## src/rtl/mem_io.sv

```systemverilog
// Memory-mapped I/O block: 252-byte RAM, 16-bit free-running cycle counter
// with a coherent high-byte shadow, a synchronized switch input port and a
// registered LED output port. Read data is combinational from the address.
`timescale 1ns / 1ps
module mem_io #(
    parameter int unsigned         WIDTH   = 8,
    parameter logic [WIDTH-1:0]    RAM_TOP = 8'hFB,
    parameter logic [WIDTH-1:0]    TMR_LO  = 8'hFC,
    parameter logic [WIDTH-1:0]    TMR_HI  = 8'hFD,
    parameter logic [WIDTH-1:0]    SW_ADR  = 8'hFE,
    parameter logic [WIDTH-1:0]    LED_ADR = 8'hFF
) (
    input  logic             clk,
    input  logic             reset,
    input  logic             memread,
    input  logic             memwrite,
    input  logic [WIDTH-1:0] adr,
    input  logic [WIDTH-1:0] writedata,
    output logic [WIDTH-1:0] memdata,
    input  logic [WIDTH-1:0] sw_in,
    output logic [WIDTH-1:0] led_out
);

    localparam int unsigned RamDepth = int'(RAM_TOP) + 1;
    localparam int unsigned CntW     = 2 * WIDTH;

    logic [WIDTH-1:0] ram [RamDepth];

    logic [CntW-1:0]  cnt_q, cnt_d;
    logic [WIDTH-1:0] shadow_q, shadow_d;
    logic [WIDTH-1:0] led_q, led_d;
    logic [WIDTH-1:0] sw_meta_q, sw_sync_q;

    logic in_ram;
    logic wr_ram, wr_tmr_lo, wr_led, rd_tmr_lo;

    assign in_ram    = (adr <= RAM_TOP);
    // Reset blocks every write, including RAM, so a reset cycle has no side effects.
    assign wr_ram    = memwrite && in_ram && !reset;
    assign wr_tmr_lo = memwrite && (adr == TMR_LO);
    assign wr_led    = memwrite && (adr == LED_ADR);
    assign rd_tmr_lo = memread && (adr == TMR_LO);

    // RAM write port; contents are not touched by reset
    always_ff @(posedge clk) begin
        if (wr_ram) begin
            ram[adr] <= writedata;
        end
    end

    // Next-state for counter, shadow and LED register
    always_comb begin
        cnt_d    = cnt_q + {{(CntW-1){1'b0}}, 1'b1};
        shadow_d = shadow_q;
        led_d    = led_q;
        if (wr_tmr_lo) begin
            cnt_d = '0;
        end
        // Capture the pre-increment high byte so the low/high pair stays coherent.
        if (rd_tmr_lo) begin
            shadow_d = cnt_q[CntW-1:WIDTH];
        end
        if (wr_led) begin
            led_d = writedata;
        end
    end

    // State registers with synchronous reset taking priority over all updates
    always_ff @(posedge clk) begin
        if (reset) begin
            cnt_q     <= '0;
            shadow_q  <= '0;
            led_q     <= '0;
            sw_meta_q <= '0;
            sw_sync_q <= '0;
        end else begin
            cnt_q     <= cnt_d;
            shadow_q  <= shadow_d;
            led_q     <= led_d;
            sw_meta_q <= sw_in;
            sw_sync_q <= sw_meta_q;
        end
    end

    assign led_out = led_q;

    // Combinational read mux; one region decoded per address
    always_comb begin
        memdata = '0;
        if (in_ram) begin
            memdata = ram[adr];
        end else if (adr == TMR_LO) begin
            memdata = cnt_q[WIDTH-1:0];
        end else if (adr == TMR_HI) begin
            memdata = shadow_q;
        end else if (adr == SW_ADR) begin
            memdata = sw_sync_q;
        end else if (adr == LED_ADR) begin
            memdata = led_q;
        end
    end

endmodule

```

## config.mk

```make
export PLATFORM = sky130hd
export DESIGN_NAME = mem_io
export DESIGN_NICKNAME = d
export VERILOG_FILES = /design/src/rtl/mem_io.sv
export SDC_FILE = /design/constraint.sdc
export NUM_CORES = 2
export LEC_CHECK = 0
export CORE_UTILIZATION = 40
export CTS_CLUSTER_DIAMETER = 120
export DETAILED_ROUTE_END_ITERATION = 16
export SYNTH_ARGS = -nofsm -noshare
export SYNTH_HDL_FRONTEND = slang
export SYNTH_SLANG_ARGS = --single-unit
```

## constraint.sdc

```tcl
create_clock -name clk -period 8.1 [get_ports clk]
set_input_delay 2.43 -clock clk [delete_from_list [all_inputs] [get_ports clk]]
set_output_delay 2.43 -clock clk [all_outputs]
set_load 0.05 [all_outputs]
```

### After elaboration in Yosys (flattened, before gate mapping)

Memories as Yosys holds them, arrays and structs flattened.
Cells that the tools add are included.

* bits in registers: 48
* bits in writable memories: 2016
* memories: 1
* bits of input ports: 28

* mux-type cells: 7
* reductions and logical operators: 7
* $lt $le $gt $ge: 1
* eq/ne operators: 4
* $add $sub $neg: 1

Memory list
* ram: depth 252, bits a word 8, rd ports 1, clocked after Yosys merged registers in 0, wr ports 1, RTL line 27 `logic [WIDTH-1:0] ram [RamDepth];`

Operators by type and width (number)
* 8-bit two-way mux: 5
* 8-bit equality test (second input constant): 4
* 16-bit by 1-bit adder with 16-bit output (second input constant): 1
* 8-bit <= comparator (second input constant): 1
* 1-bit logical AND: 5
* 1-bit two-way mux: 2
* 2-bit OR reduction: 1
* 1-bit zero test: 1

### Logic depth before layout (Yosys ltp)

* depth in word-level cells: 6
* depth in mapped cells: 12
* gate-level depth less buffers: 6

### Worst setup path after synthesis

OpenSTA, ideal clock, no wires.

* path type: input to output
* from: input port adr[1]
* to: output port memdata[0]
* data required time: 5670 ps
* slack: 787 ps
* stages: 10
* arrival time: 4883 ps
* path through: buf_2 > buf_2 > buf_2 > buf_1 > mux4_2 > a22oi_1 > a21oi_1 > or4_1 > a22oi_1 > o21ai_1

* longest elaborated chain between the ends: 6
* elaborated cells on any way between the ends: 11

Ends and longest elaborated chain
* start, declared: RTL line 17 `input logic [WIDTH-1:0] adr,`
* parallel branches: the longest is 5 deep, another holds memory read 252 x 8 bit
* 8-bit two-way mux *: RTL line 90 `if (in_ram) begin`
* end, declared: RTL line 19 `output logic [WIDTH-1:0] memdata,`

Mark *: on every way between the ends.

### Worst setup path in the final report

* from: input port adr[0]
* to: output port memdata[2]

The elaborated chain is that of the path after synthesis.

==> impl_metrics.toml <==
[worst_setup_path]
slowest_stage = "or4_1"
critPathArrivalTime_ps = 5590
crit_family = "buffers and inverters"
cp.required_ps = 5670
crit_top_cell = "buf_4"
crit_fanout = 16
reg2reg_to = "cnt_q[14]"
critical-path-max-stage-delay_ps = 640
reg2reg_slack_ps = 6300
critPathKind = "input pin to primary output"
critical_path_buf_inv_count = 5
worstSetupEndpointType = "primary output"
cp-start-kind = "input pin"
rr_worst_depth = 6
r2r-start = "cnt_q[0]"
crit_chain = "buf_12 > buf_16 > buf_4 > mux4_2 > a22oi_2 > a21oi_1 > or4_1 > a22oi_1 > buf_4 > o21ai_1 > buf_4"

[placed_design]
finalWeightedCongestion = 0.8445
hpwl_um = 127600
portBuffers = 43

[grt]
use_met2 = 0.3313
grt_antenna_before_repair = 5
grt_usage = 0.2041
met1_usage = 0.2820
globalRoute.busiestLayer = "met2"
grt_max_degree = 142
gr-usage-met3 = 0.03529
grt_pass1_wl_um = 292600
grt_pass1_vias = 40067
grt_overflow = 0

[logic_synthesis]
yosys.area.top_type_share = 0.7601
synth_edf_count = 2016
netlist_top_cells_area = "edfxtp_1, mux4_2, nor2_1"
synth_nets = 3812
synth_area_um2 = 79640
yosys.area.top_type = "edfxtp_1"
yosys_warnings = 0
ys_types = 59
synth_top_flop_cell = "edfxtp_1"
syn_area_per_cell_um2 = 21.05
synth_most_common_cell = "edfxtp_1"
ys_seq_area_frac = 0.7722
ys_ff_latch = 2064
syn-instance-count = 3783
postSynth.asyncResetShare = 0
synth_common_cells = "edfxtp_1, mux4_2, nor2_1"

[cts]
tritoncts = "built"
clock_latency_ps = 830
cts_buffer_depth = 3
cts.sinks = 2064
h-tree-depth = 4
cts_root_buf = "clkbuf_16"
cts.clk_slew.worst_paths_ps = 60
cts_buffers = 200

[min_path]
holdPathStages = 1
hp-class = "register to register"
min_delay_worst_endpoint = "sw_sync_q[7]"
worstHoldStart = "sw_meta_q[7]"

[flow_run]
max_cap_viol_count = 0

[power_and_ir_drop]
p_int_w = 0.01720
switching_share = 0.2149
power_w = 0.02191
ir_worst_vdd_uv = 194.3
clkPwrFrac = 0.410
p_comb_frac = 0.054
p_seq_frac = 0.536
power_density_nw_per_um2 = 239.5
leakagePower_nw = 28.38
p_sw_w = 0.004708

[sta]
slew_violations = 0
fin_hold_ws_ps = 435.8
relSlewSlack = 0.2030
rsz0062_at_grt = "true"
report.final.setup_viol = 0
fmax_ghz = 0.1247
fin_crit_sh = 0.9903
final-hold-violation-count = 0
period_minus_slack_ps = 8022
tightest_slew_ps = 1195
fin_skew_ps = 17.05

[cells_and_area]
utilization = 0.4628
post_route_cells_drive_above_1_share = 0.2665
area_growth_pct = 14.83
fillCellCount = 16380
fin_nets = 4112

[detailed_routing]
drt-pass1-iter-count = 6
drt_iter0_drc = 3967
via_per_inst = 5.746
vias = 39593
routed_wl_um = 204800
antenna_left = 0
wl_per_cell_um = 29.72
post-route-drc-count = 0

[outcome]
status = "finished clean"

[floorplan]
core.rowCount = 163
die_area_um2 = 200900
io_pins = 44
core_area_um2 = 197600
die_h_um = 448.2
start_util = 0.4030
dieWidth_um = 448.2
[timing repair]
item,in CTS,in global routing
resized for setup,20,10
hold buffers,0,0
endpoints found under the setup margin,7,6
buffers inserted,0,5
gates cloned,0,2
pin swaps,1,1
[cells in the final DEF, fill, tap and decap left out, drive strengths merged, types with 8 or more instances in the layout]
| master | netlist | layout |
|---|---|---|
| bufinv | 0 | 9 |
| clkinv | 1 | 80 |
| buf | 137 | 292 |
| a21oi | 67 | 67 |
| nand3 | 61 | 61 |
| a22oi | 149 | 149 |
| a31oi | 8 | 8 |
| or4 | 21 | 21 |
| a211oi | 12 | 12 |
| nand2 | 65 | 65 |
| mux2i | 83 | 83 |
| clkdlybuf4s50 | 0 | 23 |
| a221oi | 8 | 8 |
| mux4 | 498 | 498 |
| clkbuf | 85 | 273 |
| dfxtp | 48 | 48 |
| mux2 | 17 | 17 |
| nor3 | 13 | 13 |
| inv | 4 | 8 |
| nand4 | 10 | 10 |
| xor2 | 8 | 8 |
| o21ai | 24 | 24 |
| nor4 | 9 | 9 |
| o22ai | 27 | 27 |
| nor2 | 324 | 324 |
| edfxtp | 2016 | 2016 |
| or3 | 9 | 9 |
| nor2b | 26 | 26 |
[state kept, by name, indices dropped and copies added, names as in the netlist]
signal     count
ram         2016
sw_meta_q      8
shadow_q       8
led_out        8
sw_sync_q      8
cnt_q         16
[final cells by class]
type                            instances  area [µm²]  share of cell area
Multi-Input combinational cell       1492       17210              0.1882
Inverter                                5       18.77           0.0002052
Antenna cell                            3       7.507          0.00008208
Sequential cell                      2064       61500              0.6724
Tap cell                             2640        3303             0.03612
Clock buffer                          268        5482             0.05993
Timing Repair Buffer                  320        3178             0.03475
Clock inverter                         98       758.2            0.008290
[worst reg2reg max path, stage by stage (launching register included)]
cell	delay, ps
dfxtp_1	410
ha_1	210
nand3_1	120
nor2_1	360
nand2_1	130
or3_1	360
a21oi_1	140
[layer usage]
layer / vias to the layer above / routed length, µm / part of all wire
met2: 1557 / 101000 / 0.49
met1: 21325 / 83720 / 0.41
met5: - / 0 / 0
met4: 0 / 5863 / 0.029
met3: 308 / 14180 / 0.069
li1: 16403 / - / -
[how the worst max path moves through the flow]
stage	startpoint	end	slack (ps)	cells after the start
CTS	adr[0]	memdata[0]	1	12
finish	adr[0]	memdata[2]	80	11
detailed placement	adr[0]	memdata[5]	-440	11
global placement	adr[0]	memdata[5]	-510	11
global route	adr[0]	memdata[1]	-30	11
floorplan	adr[1]	memdata[0]	790	10
[cell families after synthesis]
group           synth area share
compound gates           0.02677
buf+inv                  0.01417
flops                     0.7722
simple gates             0.03175
xor+xnor                0.001320
mux                       0.1537
fa+ha+maj              0.0001571
[metrics by stage]
stage / cell area, µm² / TNS (ps) / setup WS (ps) / instances
global route: 91450 / -28.87 / -26.19 / 6887
finish: 91460 / 0 / 78.31 / 6890
floorplan: 79640 / 0 / 786.9 / 3783
CTS: 91310 / 0 / 0.9677 / 6880
detailed placement: 84960 / -1653 / -441.7 / 6514
global placement: 84960 / -1835 / -508.1 / 6514
[power by group through the flow]
stage,Clock [W],Sequential [W],Combinational [W]
floorplan,0,0.0120,0.000563
finish,0.00898,0.0117,0.00119
global route,0.00948,0.0117,0.00124
global placement,0,0.0120,0.00117
detailed placement,0,0.0120,0.00118
CTS,0.00910,0.0117,0.00119
Note: power is estimated with default switching activity, not from simulation.
